File: config.mk
export PLATFORM = sky130hd
export DESIGN_NAME = rambus_arbiter
export DESIGN_NICKNAME = d
export VERILOG_FILES = /design/src/rtl/rambus_arbiter.sv
export SDC_FILE = /design/constraint.sdc
export NUM_CORES = 1
export LEC_CHECK = 0
export CAP_MARGIN = 20
export CORE_MARGIN = 2
export CORE_UTILIZATION = 40
export DETAILED_ROUTE_END_ITERATION = 10
export PLACE_DENSITY = 0.86
export SLEW_MARGIN = 0
export SYNTH_ARGS = -nofsm -noshare
export SYNTH_HDL_FRONTEND = slang
export SYNTH_SLANG_ARGS = --single-unit
File: constraint.sdc
create_clock -name clk -period 1.5 [get_ports clk]
set_input_delay 0.3 -clock clk [delete_from_list [all_inputs] [get_ports clk]]
set_output_delay 0.3 -clock clk [all_outputs]
set_load 0.01 [all_outputs]
File: src/rtl/rambus_arbiter.sv
// Purpose : two-master / one-slave RamBus arbiter with round-robin fairness.
// Latency : 4 clk from Sel rising to Ack with a zero-wait slave; +1 per slave wait cycle.
// Backpressure: the non-granted master sees Ack=0 (APB wait states) until it is served.
//
// Ports:
//   clk, nRst                  fabric clock, asynchronous active-low reset
//   Sel/Latch/WrnRd/Address/DataIn{0,1}  APB-style master request side
//   Ack/Err/DataOut{0,1}       registered master response (granted master only)
//   SlvSel/SlvLatch/SlvWrnRd/SlvAddress/SlvDataIn  registered slave request side
//   SlvAck/SlvDataOut          slave response
//   Granted                    one-hot current grant for debug pins
// Optional feature: define RAMBUS_ARB_TIMEOUT_EN to bound the ACCESS phase; an
// expired access completes with Err=1 and DataOut=ERR_DATA. Without it ACCESS
// waits indefinitely for SlvAck and Err0/Err1 are always 0.
module rambus_arbiter #(
    parameter int ADDR_W = 14,
    parameter int DATA_W = 32
`ifdef RAMBUS_ARB_TIMEOUT_EN
    ,
    parameter int TIMEOUT_CYC = 255,
    parameter logic [DATA_W-1:0] ERR_DATA = DATA_W'(32'hDEADBEEF)
`endif
) (
    input  logic              clk,
    input  logic              nRst,
    input  logic              Sel0,
    input  logic              Sel1,
    input  logic              Latch0,
    input  logic              Latch1,
    input  logic              WrnRd0,
    input  logic              WrnRd1,
    input  logic [ADDR_W-1:0] Address0,
    input  logic [ADDR_W-1:0] Address1,
    input  logic [DATA_W-1:0] DataIn0,
    input  logic [DATA_W-1:0] DataIn1,
    output logic              Ack0,
    output logic              Ack1,
    output logic              Err0,
    output logic              Err1,
    output logic [DATA_W-1:0] DataOut0,
    output logic [DATA_W-1:0] DataOut1,
    output logic              SlvSel,
    output logic              SlvLatch,
    output logic              SlvWrnRd,
    output logic [ADDR_W-1:0] SlvAddress,
    output logic [DATA_W-1:0] SlvDataIn,
    input  logic              SlvAck,
    input  logic [DATA_W-1:0] SlvDataOut,
    output logic [1:0]        Granted
);

    typedef enum logic [1:0] {
        IDLE   = 2'd0,
        SETUP  = 2'd1,
        ACCESS = 2'd2,
        DONE   = 2'd3
    } state_t;

    state_t state;
    state_t next_state;

    logic              gnt;      // index of the granted master
    logic              last;     // index of the last served master
    logic              aborted;  // granted master dropped Sel during SETUP/ACCESS
    logic [DATA_W-1:0] rdat;     // completion data waiting for DONE
    logic              err_cap;  // completion error waiting for DONE

    logic              req0;
    logic              req1;
    logic              g_sel;
    logic              g_latch;
    logic              timeout;

    logic              grant;
    logic              pick;
    logic              cap_ok;
    logic              finish;
    logic              fire;

    // A master whose Ack is high this cycle is still holding Sel from the
    // transfer that just completed; it must not be treated as a new request.
    assign req0    = Sel0 && !Ack0;
    assign req1    = Sel1 && !Ack1;
    assign g_sel   = gnt ? Sel1   : Sel0;
    assign g_latch = gnt ? Latch1 : Latch0;

`ifdef RAMBUS_ARB_TIMEOUT_EN
    localparam int CNT_RAW = $clog2(TIMEOUT_CYC + 1);
    localparam int CNT_W   = (CNT_RAW > 8) ? CNT_RAW : 8;
    // Counter holds the number of ACCESS cycles already elapsed, so the
    // TIMEOUT_CYC-th ACCESS cycle is the one where it equals TIMEOUT_CYC-1.
    localparam logic [CNT_W-1:0] TO_LAST = CNT_W'(TIMEOUT_CYC - 1);

    logic [CNT_W-1:0] to_cnt;

    always_ff @(posedge clk or negedge nRst) begin
        if (!nRst) begin
            to_cnt <= '0;
        end else if (grant) begin
            to_cnt <= '0;
        end else if (state == ACCESS) begin
            to_cnt <= to_cnt + CNT_W'(1);
        end
    end

    assign timeout = (state == ACCESS) && (to_cnt == TO_LAST);
`else
    assign timeout = 1'b0;
`endif

    always_ff @(posedge clk or negedge nRst) begin
        if (!nRst) begin
            state <= IDLE;
        end else begin
            state <= next_state;
        end
    end

    always_comb begin
        next_state = state;
        grant      = 1'b0;
        pick       = 1'b0;
        cap_ok     = 1'b0;
        finish     = 1'b0;
        fire       = 1'b0;
        case (state)
            IDLE: begin
                if (req0 || req1) begin
                    grant      = 1'b1;
                    // On a tie the master that was not served last wins.
                    pick       = (req0 && req1) ? !last : req1;
                    next_state = SETUP;
                end
            end
            SETUP: begin
                next_state = ACCESS;
            end
            ACCESS: begin
                // SlvAck wins over a coincident timeout.
                if (SlvAck) begin
                    cap_ok     = 1'b1;
                    next_state = DONE;
                end else if (timeout) begin
                    next_state = DONE;
                end
            end
            DONE: begin
                if (aborted || !g_sel) begin
                    finish     = 1'b1;
                    next_state = IDLE;
                end else if (g_latch) begin
                    finish     = 1'b1;
                    fire       = 1'b1;
                    next_state = IDLE;
                end
                // Sel high but Latch still low: wait in DONE.
            end
            default: begin
                next_state = IDLE;
            end
        endcase
    end

    always_ff @(posedge clk or negedge nRst) begin
        if (!nRst) begin
            gnt        <= 1'b0;
            last       <= 1'b1;
            aborted    <= 1'b0;
            rdat       <= '0;
            err_cap    <= 1'b0;
            Granted    <= 2'b00;
            SlvSel     <= 1'b0;
            SlvLatch   <= 1'b0;
            SlvWrnRd   <= 1'b0;
            SlvAddress <= '0;
            SlvDataIn  <= '0;
            Ack0       <= 1'b0;
            Ack1       <= 1'b0;
            Err0       <= 1'b0;
            Err1       <= 1'b0;
            DataOut0   <= '0;
            DataOut1   <= '0;
        end else begin
            // Ack/Err are single-cycle pulses.
            Ack0 <= 1'b0;
            Ack1 <= 1'b0;
            Err0 <= 1'b0;
            Err1 <= 1'b0;

            if (grant) begin
                gnt        <= pick;
                Granted    <= pick ? 2'b10 : 2'b01;
                SlvSel     <= 1'b1;
                SlvWrnRd   <= pick ? WrnRd1   : WrnRd0;
                SlvAddress <= pick ? Address1 : Address0;
                SlvDataIn  <= pick ? DataIn1  : DataIn0;
                aborted    <= 1'b0;
            end else if (((state == SETUP) || (state == ACCESS)) && !g_sel) begin
                // Remembered so that a master re-raising Sel before DONE is
                // not acked with the result of the abandoned transfer.
                aborted <= 1'b1;
            end

            if (state == SETUP) begin
                SlvLatch <= 1'b1;
            end

            if (cap_ok) begin
                SlvSel   <= 1'b0;
                SlvLatch <= 1'b0;
                rdat     <= SlvWrnRd ? '0 : SlvDataOut;
                err_cap  <= 1'b0;
            end
`ifdef RAMBUS_ARB_TIMEOUT_EN
            else if (timeout) begin
                SlvSel   <= 1'b0;
                SlvLatch <= 1'b0;
                rdat     <= ERR_DATA;
                err_cap  <= 1'b1;
            end
`endif

            if (finish) begin
                Granted <= 2'b00;
                last    <= gnt;
                if (fire) begin
                    if (gnt) begin
                        Ack1     <= 1'b1;
                        DataOut1 <= rdat;
                        Err1     <= err_cap;
                    end else begin
                        Ack0     <= 1'b1;
                        DataOut0 <= rdat;
                        Err0     <= err_cap;
                    end
                end
            end
        end
    end

endmodule
Word level (Yosys, flattened, before mapping)
Cells that the tools add are included.
W data, S select, Z words.
{ "totals": {"register_bits": 154, "inputBits": 133, "out_inout_bits": 119, "word_cells": 79} }
{ "classes": {"eq_ne": 6, "muxes": 38, "n_bitwise": 1, "n_reduce_logical": 19} }
{ "op_table": {"columns": ["cell", "count"], "rows": [
  ["$mux W32", 2],
  ["$mux W1", 27],
  ["$mux W14", 1],
  ["$mux W2", 7],
  ["$reduce_and A3 Y1", 3],
  ["$pmux W2 S4", 1],
  ["$reduce_bool A2 Y1", 4],
  ["$eq A2 B2 Y1 const B", 2],
  ["$logic_and A1 B1 Y1", 4],
  ["$logic_not A1 Y1", 4],
  ["$ne A2 B2 Y1 const B", 2],
  ["$logic_or A1 B1 Y1", 3],
  ["$ne A3 B3 Y1 const B", 1],
  ["$eq A2 B1 Y1 const B", 1],
  ["$logic_not A2 Y1", 1],
  ["$not A1 Y1", 1]
]} }

Depth between registers and ports, before layout
Gate-level depths: netlist of run 1.
{ "depth": {"ltp_word": 9, "mapped_depth": 7} }

Worst setup path after synthesis of run 1
No wires, ideal clock.
{ "synth_path": {"path_type": "reg-to-reg", "from": "reg state[0]", "to": "reg DataOut0[10]", "setup_ps": 125, "arrival_time_ps": 1510, "required_ps": 1375, "setup_slack_ps": -135, "path_stages_with_launch": 6, "path_buffers": 1, "synth_period_minus_slack_ps": 1635, "path_cell_list": "dfrtp_1 -> ha_1 -> nor2b_1 -> nand4b_1 -> buf_2 -> mux2_2"} }
{ "synth_between": {"elab_chain_cells": 3, "elab_cells_between_ends": 4, "cone_classes": "eq/ne: 1; mux: 2; reduce/logical: 1"} }
{ "synth_rtl": {"columns": ["element", "line", "text"], "rows": [
  ["start: declaration", "59", "state_t state;"],
  ["start signal: assignment", "115", "state <= next_state;"],
  ["$eq A2 B2 Y1 (*)", "126", "case (state)"],
  ["$mux W1", "126", null],
  ["$reduce_and A3 Y1 (no source line) (*)", null, null],
  ["end signal: assignment", "233", "DataOut0 <= rdat;"],
  ["end: declaration", "40", "output logic [DATA_W-1:0] DataOut0,"]
]} }
Mark *: on every way between the ends. The rest lies on a longest branch, timed or not.
A chain may end at the register's enable or synchronous reset.

Final worst setup path of run 1
{ "layout_path": {"from": "reg state[0]", "to": "reg DataOut1[1]"} }
{ "layout_between": {"elab_chain_cells": 3, "elab_cells_between_ends": 4, "cone_classes": "eq/ne: 1; mux: 2; reduce/logical: 1"} }
{ "layout_rtl": {"columns": ["element", "line", "text"], "rows": [
  ["$eq A2 B2 Y1 (*)", "126", null],
  ["$mux W1", "126", null],
  ["$reduce_and A3 Y1 (no source line) (*)", null, null],
  ["end signal: assignment", "229", "DataOut1 <= rdat;"],
  ["end: declaration", "41", "output logic [DATA_W-1:0] DataOut1,"]
]} }
Marks and branches as above.

==> results.txt, run 1 <==
The final design area excluding fillers is 10900 um2. The worst setup margin is -0.286 ns. Wires add up to 21.1 mm. The most common cell after layout, fill and taps aside is sky130_fd_sc_hd__dfrtp_1. The area of the die is 17100 um2. The core region area came out at 15800 um2. The startpoint identified for the worst register-to-register timing path is state[0]$_DFFE_PN0P_. The time the final worst path needs with I/O delays and setup came out at 1.79 ns. The signal arrival time at the worst endpoint came out at 2.09 ns.

The number of global-route vias before repair came to 5716. The count of unresolved DRC violations after routing is 0. The maximum net fanout on the critical path is 8. The number of violations reported at the end of detailed-routing iteration 0 came out at 250.

The setup path with the least slack is of type flop to flop. The worst setup path is captured at a flop. For this design the ratio of total power to cell area is 1780 nW/um2. The boundary pin count is 252.

The checks that failed: negative setup slack. The worst-case IR drop observed on VDD is 849 uV. The layout overhead on the synthesized area is 69.6%. The post-route netlist has 24.6% of its cells at a drive strength greater than 1. 0 antenna diodes ended up in the layout. The placed cell area came out at 9380 um2. The termination of the worst setup path is DataOut1[1]$_DFFE_PN0P_. The count of input and output buffers is 249. Synthesis instantiated 31 different standard cells from the library. Clock tree synthesis selected as its root buffer the cell sky130_fd_sc_hd__clkbuf_16. The number of sinks driven by the clock tree came out at 154. For this configuration, the core starts out at a cell density of 40.7%.

The clock latency at the later pin of the worst-skew pair is 0.43 ns. The global-route congestion overflow total came out at 0. The maximum clock insertion buffer count is 2. The average detailed-routed wire length per instance came out at 19.6 um. The worst setup path is launched from a flop.

The final number of max-transition violations is 0. The worst register-to-register path has a depth of 7. The chip width came out at 131 um. The half-perimeter wire length of the detailed placement result came out at 12.1 mm. The tightest min-delay check is of the input pin to asynchronous set/reset pin type. The total of warnings raised by yosys came out at 0. The total track usage is 24.5%. The post-synthesis sequential element count came out at 154. In this run the number of H-tree levels came out at 4. In this run the cell area of the synthesized design comes to 6420 um2. STA puts the critical path data required time at 1.80 ns. For this design the static power due to leakage is 5.67 nW. The clock transition at the registers of the reported paths is 0.07 ns. In the layout the commonest cells are 152 x sky130_fd_sc_hd__dfrtp_1, 131 x sky130_fd_sc_hd__clkdlybuf4s50_1, 116 x sky130_fd_sc_hd__dlygate4sd2_1, 77 x sky130_fd_sc_hd__nand2_1, 47 x sky130_fd_sc_hd__o21ai_1. The last weighted congestion value of the routability-driven placer is 0.778. The destination of the worst register-to-register timing path is DataOut1[1]$_DFFE_PN0P_.

The final worst clock skew is 0.0139 ns. The via-per-instance ratio is 5.02. Detailed routing inserted a total of 5406 vias. The hold violation total from the final report is 0. The total design power is 19.4 mW. The final cycle utilization of the critical path is 119%. The maximum number of pins on one net before global-route repair is 47.

The floorplan step set the die height to 131 um. Across all hold checks on the routed design, the worst slack comes to 0.361 ns. TritonCTS built the clock tree. In this run the worst setup path begins at state[0]$_DFFE_PN0P_. The first-pass GRT wire length is 31.1 mm. Setup violations remaining at the end of the flow were counted as 119.

The count of standard-cell rows came out at 46. The average size of a mapped cell came out at 12.1 um2. The number of buffers added by the clock tree synthesis step is 17. Setup repair after global routing could not meet its margin everywhere. The fraction of the yosys area taken by sequential cells came out at 60.0%. For this run, the detailed router's first-pass iteration total came to 4. The setup check on the worst reg-to-reg path leaves a slack of -0.29 ns. The net count of the finished layout is 986. The post-route antenna net violation count came out at 0. The highest clock frequency the design can meet is 560 MHz. The flow ran to the end, but the final reports show violations.

The post-synthesis cell count came out at 531. The number of violations of the max-capacitance limit came out at 0. The initial antenna violation count came out at 0.
cells in the mapped netlist:
master                     count  area (um2)
sky130_fd_sc_hd__clkbuf_1     15        56.3
sky130_fd_sc_hd__nand4b_1      1        8.76
sky130_fd_sc_hd__nand2b_1     33         206
sky130_fd_sc_hd__inv_2         1        3.75
sky130_fd_sc_hd__a21oi_1       2        10.0
sky130_fd_sc_hd__inv_1         7        26.3
sky130_fd_sc_hd__a22o_1        1        8.76
sky130_fd_sc_hd__nor2b_1       2        12.5
sky130_fd_sc_hd__o32a_1        1        10.0
sky130_fd_sc_hd__buf_4         3        22.5
sky130_fd_sc_hd__o311ai_4      1        26.3
sky130_fd_sc_hd__o21ai_1      47         235
sky130_fd_sc_hd__dfstp_2       1        26.3
sky130_fd_sc_hd__nand2_1      84         315
sky130_fd_sc_hd__mux2_2       66         743
sky130_fd_sc_hd__nand4_1       1        6.26
sky130_fd_sc_hd__nand3_1       1        5.00
sky130_fd_sc_hd__conb_1        1        3.75
sky130_fd_sc_hd__a222oi_1      1        10.0
sky130_fd_sc_hd__buf_6         4        45.0
sky130_fd_sc_hd__mux2i_1      47         470
sky130_fd_sc_hd__buf_2        11        55.1
sky130_fd_sc_hd__o21ai_2       1        8.76
sky130_fd_sc_hd__a21boi_1      1        7.51
sky130_fd_sc_hd__o21ai_0      33         165
sky130_fd_sc_hd__nor2_1        2        7.51
sky130_fd_sc_hd__o22ai_1       1        6.26
sky130_fd_sc_hd__o21a_1        3        22.5
sky130_fd_sc_hd__ha_1          5        62.6
sky130_fd_sc_hd__dfrtp_1     153        3830
sky130_fd_sc_hd__and2b_1       1        7.51
critical path, cell delays in order, from the launching register on:
cell and delay [ns]:
sky130_fd_sc_hd__dfrtp_1 0.39, sky130_fd_sc_hd__ha_2 0.20, sky130_fd_sc_hd__nor2b_4 0.16, sky130_fd_sc_hd__buf_6 0.11
sky130_fd_sc_hd__nand4_1 0.15, sky130_fd_sc_hd__buf_6 0.19, sky130_fd_sc_hd__clkbuf_16 0.17, sky130_fd_sc_hd__mux2_4 0.30
logic make-up after synthesis:
kind of cell	after synthesis	synth area share [%]
fa+ha+maj	5	0.974
compound gates	92	7.95
mux	113	18.9
simple gates	125	8.86
flops	154	60.0
buf+inv	41	3.25
other cells	1	0.0584
layout make-up:
class | count | area [um2]
Sequential cell | 154 | 3860
Tap cell | 216 | 270
Clock inverter | 14 | 136
Clock buffer | 18 | 429
Inverter | 8 | 30.0
Fill cell | 1117 | 4880
Timing Repair Buffer | 330 | 3620
Multi-Input combinational cell | 337 | 2550
how the worst min path moves through the flow:
stage	from	to	slack, ns	depth (start not counted)
5_1_grt	nRst	SlvAddress[0]$_DFFE_PN0P_	0.39	2
3_5_place_dp	nRst	state[0]$_DFFE_PN0P_	0.24	1
4_1_cts	nRst	SlvDataIn[24]$_DFFE_PN0P_	0.36	2
6_report	nRst	SlvAddress[3]$_DFFE_PN0P_	0.36	2
3_3_place_gp	nRst	rdat[26]$_DFFE_PN0P_	0.23	1
2_1_floorplan	nRst	Ack0$_DFF_PN0_	0.004	0
through the flow:
stage          setup WS, ns  setup TNS, ns  util [%]  std cells
6_report             -0.286         -22.39      69.1       1077
5_1_grt              -0.319         -29.58      69.1       1077
4_1_cts              -0.255         -21.13      68.6       1072
3_5_place_dp         -0.534         -37.34      59.5        996
3_3_place_gp         -0.479         -35.31      59.5        996
2_1_floorplan       -0.0721          -3.74         -        532
registers in the layout (all words and copies together), names as in the netlist, 2 cells and up:
| signal | count |
|---|---|
| DataOut1 | 32 |
| DataOut0 | 32 |
| Granted | 2 |
| rdat | 32 |
| state | 2 |
| SlvAddress | 14 |
| SlvDataIn | 32 |
per-layer routing:
layer  GRT usage [%]  wire length, um  vias up  part of all wire (%)
met5               0                0        -                     0
met4            11.8              669        0                   3.2
met3            5.54             1150       49                   5.5
met2            41.9            11100      222                    52
met1            29.3             8210     2679                    39
li1                -                -     2456                     -
repair_timing:
action | 4_1_cts | 5_1_grt
hold endpoints to repair | 27 | 0
setup endpoints to repair | 232 | 152
hold buffers | 1 | 0
gates resized for setup | 188 | 31
cloned | 21 | 3
setup buffers | 22 | 11
pin swaps | 8 | 11
report_power, final:
group          total, mW  internal [mW]  switching, mW
combinational       8.54           4.66           3.88
sequential          6.68           5.72          0.960
clock               4.16           2.32           1.84
Note: power is estimated with default switching activity, not from simulation.
==> run 2: changes to the inputs <==
--- a/config.mk
+++ b/config.mk
@@ -5,11 +5,12 @@
 export SDC_FILE = /design/constraint.sdc
 export NUM_CORES = 1
 export LEC_CHECK = 0
+export ABC_AREA = 1
 export CAP_MARGIN = 20
 export CORE_MARGIN = 2
 export CORE_UTILIZATION = 40
 export DETAILED_ROUTE_END_ITERATION = 10
-export PLACE_DENSITY = 0.86
+export PLACE_DENSITY = 0.85
 export SLEW_MARGIN = 0
 export SYNTH_ARGS = -nofsm -noshare
 export SYNTH_HDL_FRONTEND = slang
==> run 2 against run 1 <==
Net effect: the run still ends with negative setup slack left; first-iteration DRC count rose by 68%; clock-buffer cell count is 3 higher; clock skew shrank 0.0051 ns; synthesized cell count grew 54%; combinational power shrank 4.4%; critical path depth increased by 3; area after synthesis increased by 6.3%; critical endpoint is now SlvDataIn[0]$_DFFE_PN0P_; largest cell class unchanged; highest routed layer unchanged.
==> results.txt, run 2 <==
The run finished, with violations left. The final reports fail on negative setup slack. The area of the die is 18100 um2 (+6.2%). The combined area of all synthesized cells came out at 6830 um2 (+6.3%). The count of standard-cell rows came to 47 (+2.2%). The half-perimeter wire length of the detailed placement result is 13.7 mm (+13%). The worst setup margin is -0.0316 ns (+0.254 ns). The count of unresolved DRC violations after routing is 0 (unchanged). The number of distinct library cells after synthesis came out at 23 (-26%). The initial antenna violation count came out at 0 (unchanged). The number of sinks driven by the clock tree is 154 (unchanged). The number of diodes added for antenna fixing came out at 0 (unchanged). Setup repair after global routing could not meet its margin everywhere.

Yosys instantiated no cell more often than sky130_fd_sc_hd__nand2_1. The maximum ir drop on the vdd rail came out at 994 uV (+17%). The total of warnings raised by yosys is 0 (unchanged). The required time at the worst-slack endpoint is 1.85 ns (+0.05 ns). The final instance count without filler cells is 1325 (+23%). The last weighted congestion value of the routability-driven placer came out at 0.810 (+4.1%). In the layout the commonest cells are 413 x sky130_fd_sc_hd__nand2_1, 153 x sky130_fd_sc_hd__dfrtp_1, 131 x sky130_fd_sc_hd__clkdlybuf4s50_1, 117 x sky130_fd_sc_hd__dlygate4sd2_1, 61 x sky130_fd_sc_hd__nand3_1. The total track usage is 22.2% (-2.2 points). The dominant synthesized flop cell is sky130_fd_sc_hd__dfrtp_1. The number of violations reported at the end of detailed-routing iteration 0 came to 421 (+68%). The sequential power share came out at 35.3% (+0.8 points). The global-route congestion overflow total was 0 (unchanged).

The post-route antenna net violation count came to 0 (unchanged). The number of setup violations in the final report came out at 3 (-97%). Sorting the synthesized cells by area gives the leading types as sky130_fd_sc_hd__dfrtp_1 56%, sky130_fd_sc_hd__nand2_1 23%, sky130_fd_sc_hd__nand3_1 4.8%. The worst setup path is launched from a flop. The placed cell area was 9760 um2 (+4.0%).

The fraction of the yosys area taken by sequential cells came out at 56.4% (-3.6 points). Compared with the post-synthesis result, the final layout area differs by 54.8%. The net switching power came out at 7.14 mW (+6.9%).

The total length of routed wires is 21.1 mm (about the same). The core region area is 16600 um2 (+5.5%). The average detailed-routed wire length per instance is 15.9 um (-19%). The chip width is 135 um (+3.0%).

The final cycle utilization of the critical path came to 102% (-17 points). The signal on the critical path passes through inv_2 -> ha_4 -> inv_2 -> nor2_4 -> buf_8 -> clkbuf_16 -> nand3_1 -> nand2_1 -> nand2_1 -> nand2_1. The number of global-route vias before repair was 6295 (+10%). The number of buffers added by the clock tree synthesis step came out at 17 (unchanged). The share of layout cells above drive strength 1 is 13.7% (-11 points). The min-delay analysis places its worst path in the category input pin to asynchronous set/reset pin.

The vertical die dimension came to 135 um (+3.0%). After synthesis, the most frequently instantiated cells are 423 x sky130_fd_sc_hd__nand2_1, 153 x sky130_fd_sc_hd__dfrtp_1, 65 x sky130_fd_sc_hd__nand3_1. The most repeated library cell on the critical path is sky130_fd_sc_hd__nand2_1.

The number of enable-type register cells in the synthesized netlist was 0 (unchanged). The leakage power came to 5.66 nW (-0.31%). The top cell type's share of synthesized area was 56.0% (-3.6 points).

The starting density of the core came out at 41.0% (+0.32 points). sky130_fd_sc_hd__dfrtp_1 takes more of the synthesized area than any other cell. The kind of end point of the critical path is a flop.

The count of input and output buffers was 249 (unchanged). The instance count after placement with tap cells included is 1277 (+28%). The ratio of total power to cell area was 1830 nW/um2 (+3.0%). The hold violation total from the final report was 0 (unchanged). The post-synthesis sequential element count came out at 154 (unchanged). The post-synthesis cell count came to 818 (+54%). The final number of max-transition violations came to 0 (unchanged).

The longest individual stage delay on the worst path is 0.39 ns (about the same). The cell with the largest stage delay on the worst path is sky130_fd_sc_hd__dfrtp_1. The final design area excluding fillers is 10600 um2 (-2.9%). The clock latency at the later pin of the worst-skew pair is 0.41 ns (-0.02 ns). The cell-internal power came to 12.2 mW (-3.7%).

The cell sitting at the root of the clock tree is a sky130_fd_sc_hd__clkbuf_16. The maximum number of pins on one net before global-route repair was 52 (+11%). The TritonCTS clock tree is yes. The most common cell after layout, fill and taps aside is sky130_fd_sc_hd__nand2_1. The maximum clock insertion buffer count came out at 2 (unchanged). The clock transition at the registers of the reported paths is 0.06 ns (about the same). The time the final worst path needs with I/O delays and setup came to 1.53 ns (-0.254 ns).

The number of violations of the max-capacitance limit is 0 (unchanged). The boundary pin count came out at 252 (unchanged). The final worst hold slack came out at 0.357 ns (-0.00426 ns).

The via-per-instance ratio is 4.87 (-3.0%). The total iterations of the first detailed-routing run is 5 (+1). The average size of a mapped cell is 8.35 um2 (-31%). The first-pass GRT wire length came to 31.7 mm (+2.2%). The number of H-tree levels came to 4 (unchanged). The part of the power in the clock network came out at 22.6% (+1.1 points). The maximum net fanout on the critical path is 11 (+3). The signal arrival time at the worst endpoint is 1.88 ns (-0.21 ns). The total via count after detailed routing came out at 6449 (+19%).

The combinational fraction of design power came out at 42.1% (-2.0 points). The fraction of power spent switching nets was 36.9% (+2.4 points). The final worst clock skew is 0.00883 ns (-0.00512 ns).

The share of flip-flops with an asynchronous set or reset came out at 100% (unchanged). The highest clock frequency the design can meet came to 653 MHz (+17%). The count of nets after finishing came out at 1230 (+25%). The category of the critical setup timing path is flop to flop.
## run 2: changes by cell type after synthesis, moves of 4 or more
cell,before,now
sky130_fd_sc_hd__nand2_1,84,423
sky130_fd_sc_hd__o21ai_0,33,37
sky130_fd_sc_hd__buf_6,4,12
sky130_fd_sc_hd__nand2_2,0,9
sky130_fd_sc_hd__o21ai_2,1,28
sky130_fd_sc_hd__nand3_1,1,65
sky130_fd_sc_hd__nand2b_1,33,0
sky130_fd_sc_hd__inv_1,7,31
sky130_fd_sc_hd__mux2i_1,47,0
sky130_fd_sc_hd__mux2_2,66,0
sky130_fd_sc_hd__buf_1,0,6
sky130_fd_sc_hd__nor2_1,2,8
sky130_fd_sc_hd__o21ai_1,47,0
## run 2: cell families after synthesis
group | Yosys count | synth area share (%)
compound gates | 67 | 6.61
fa+ha+maj | 5 | 0.916
buf+inv | 82 | 6.25
flops | 154 | 56.4
other cells | 1 | 0.0549
simple gates | 509 | 29.7
## run 2: metal layers
metal  up-vias  wire (um)  global-route usage, %  share of wire, %
met2       257      10500                   38.4                50
li1       3084          -                      -                 -
met1      3082       8420                   27.3                40
met5         -          0                      0                 0
met4         0        293                   6.84               1.4
met3        26       1880                   5.93               8.9
## run 2: worst paths after layout
path | start | to | slack (ns) | cells past startpoint
worst max-delay path | state[1]$_DFFE_PN0P_ | SlvDataIn[0]$_DFFE_PN0P_ | -0.03 | 10
worst min-delay path | nRst | DataOut0[25]$_DFFE_PN0P_ | 0.36 | 2
worst max register to register | state[1]$_DFFE_PN0P_ | SlvDataIn[0]$_DFFE_PN0P_ | -0.03 | 10
worst min register to register | SlvDataIn[22]$_DFFE_PN0P_ | SlvDataIn[22]$_DFFE_PN0P_ | 0.47 | 2
max in group asynchronous | nRst | SlvDataIn[0]$_DFFE_PN0P_ | 0.53 | 3
min in group clk | SlvDataOut[23] | rdat[23]$_DFFE_PN0P_ | 0.44 | 3
## run 2: per-stage QoR
stage | setup TNS [ns] | setup slack, ns | total power, mW | utilization, %
after floorplan | 0 | 0.00803 | 10.7 | -
after CTS | -0.0236 | -0.00906 | 19.1 | 62.3
after global routing | -1.86 | -0.0829 | 20.6 | 63.6
after detailed placement | -27.92 | -0.308 | 15.2 | 58.6
final | -0.0351 | -0.0316 | 19.4 | 63.6
after global placement | -24.71 | -0.279 | 14.9 | 58.6
## run 2: repair_timing
| item | in CTS | in global routing |
|---|---|---|
| buffers inserted | 3 | 4 |
| hold endpoints to repair | 31 | 0 |
| pin swaps | 0 | 9 |
| hold buffers | 1 | 0 |
| gates cloned | 3 | 6 |
| endpoints found under the setup margin | 173 | 110 |
| gates resized for setup | 130 | 28 |
## run 2: power by group through the flow
stage	clock [mW]	combinational, mW	sequential [mW]
floorplan	0	3.40	7.33
global placement	0	8.05	6.88
detailed placement	0	8.30	6.90
CTS	4.44	7.83	6.83
global route	4.61	8.97	7.03
finish	4.37	8.16	6.83
## run 2: worst max-delay path: cells and delay by family, from the launching register on
family | cells | cell delay, ns
simple gates | 5 | 0.42
flops | 1 | 0.39
buf+inv | 4 | 0.51
fa+ha+maj | 1 | 0.15
## run 2: layout make-up
| cell class | count | area [um2] |
|---|---|---|
| Clock buffer | 21 | 460 |
| Clock inverter | 11 | 144 |
| Fill cell | 1416 | 6070 |
| Inverter | 34 | 135 |
| Multi-Input combinational cell | 583 | 2630 |
| Sequential cell | 154 | 3850 |
| Tap cell | 220 | 275 |
| Timing Repair Buffer | 302 | 3080 |
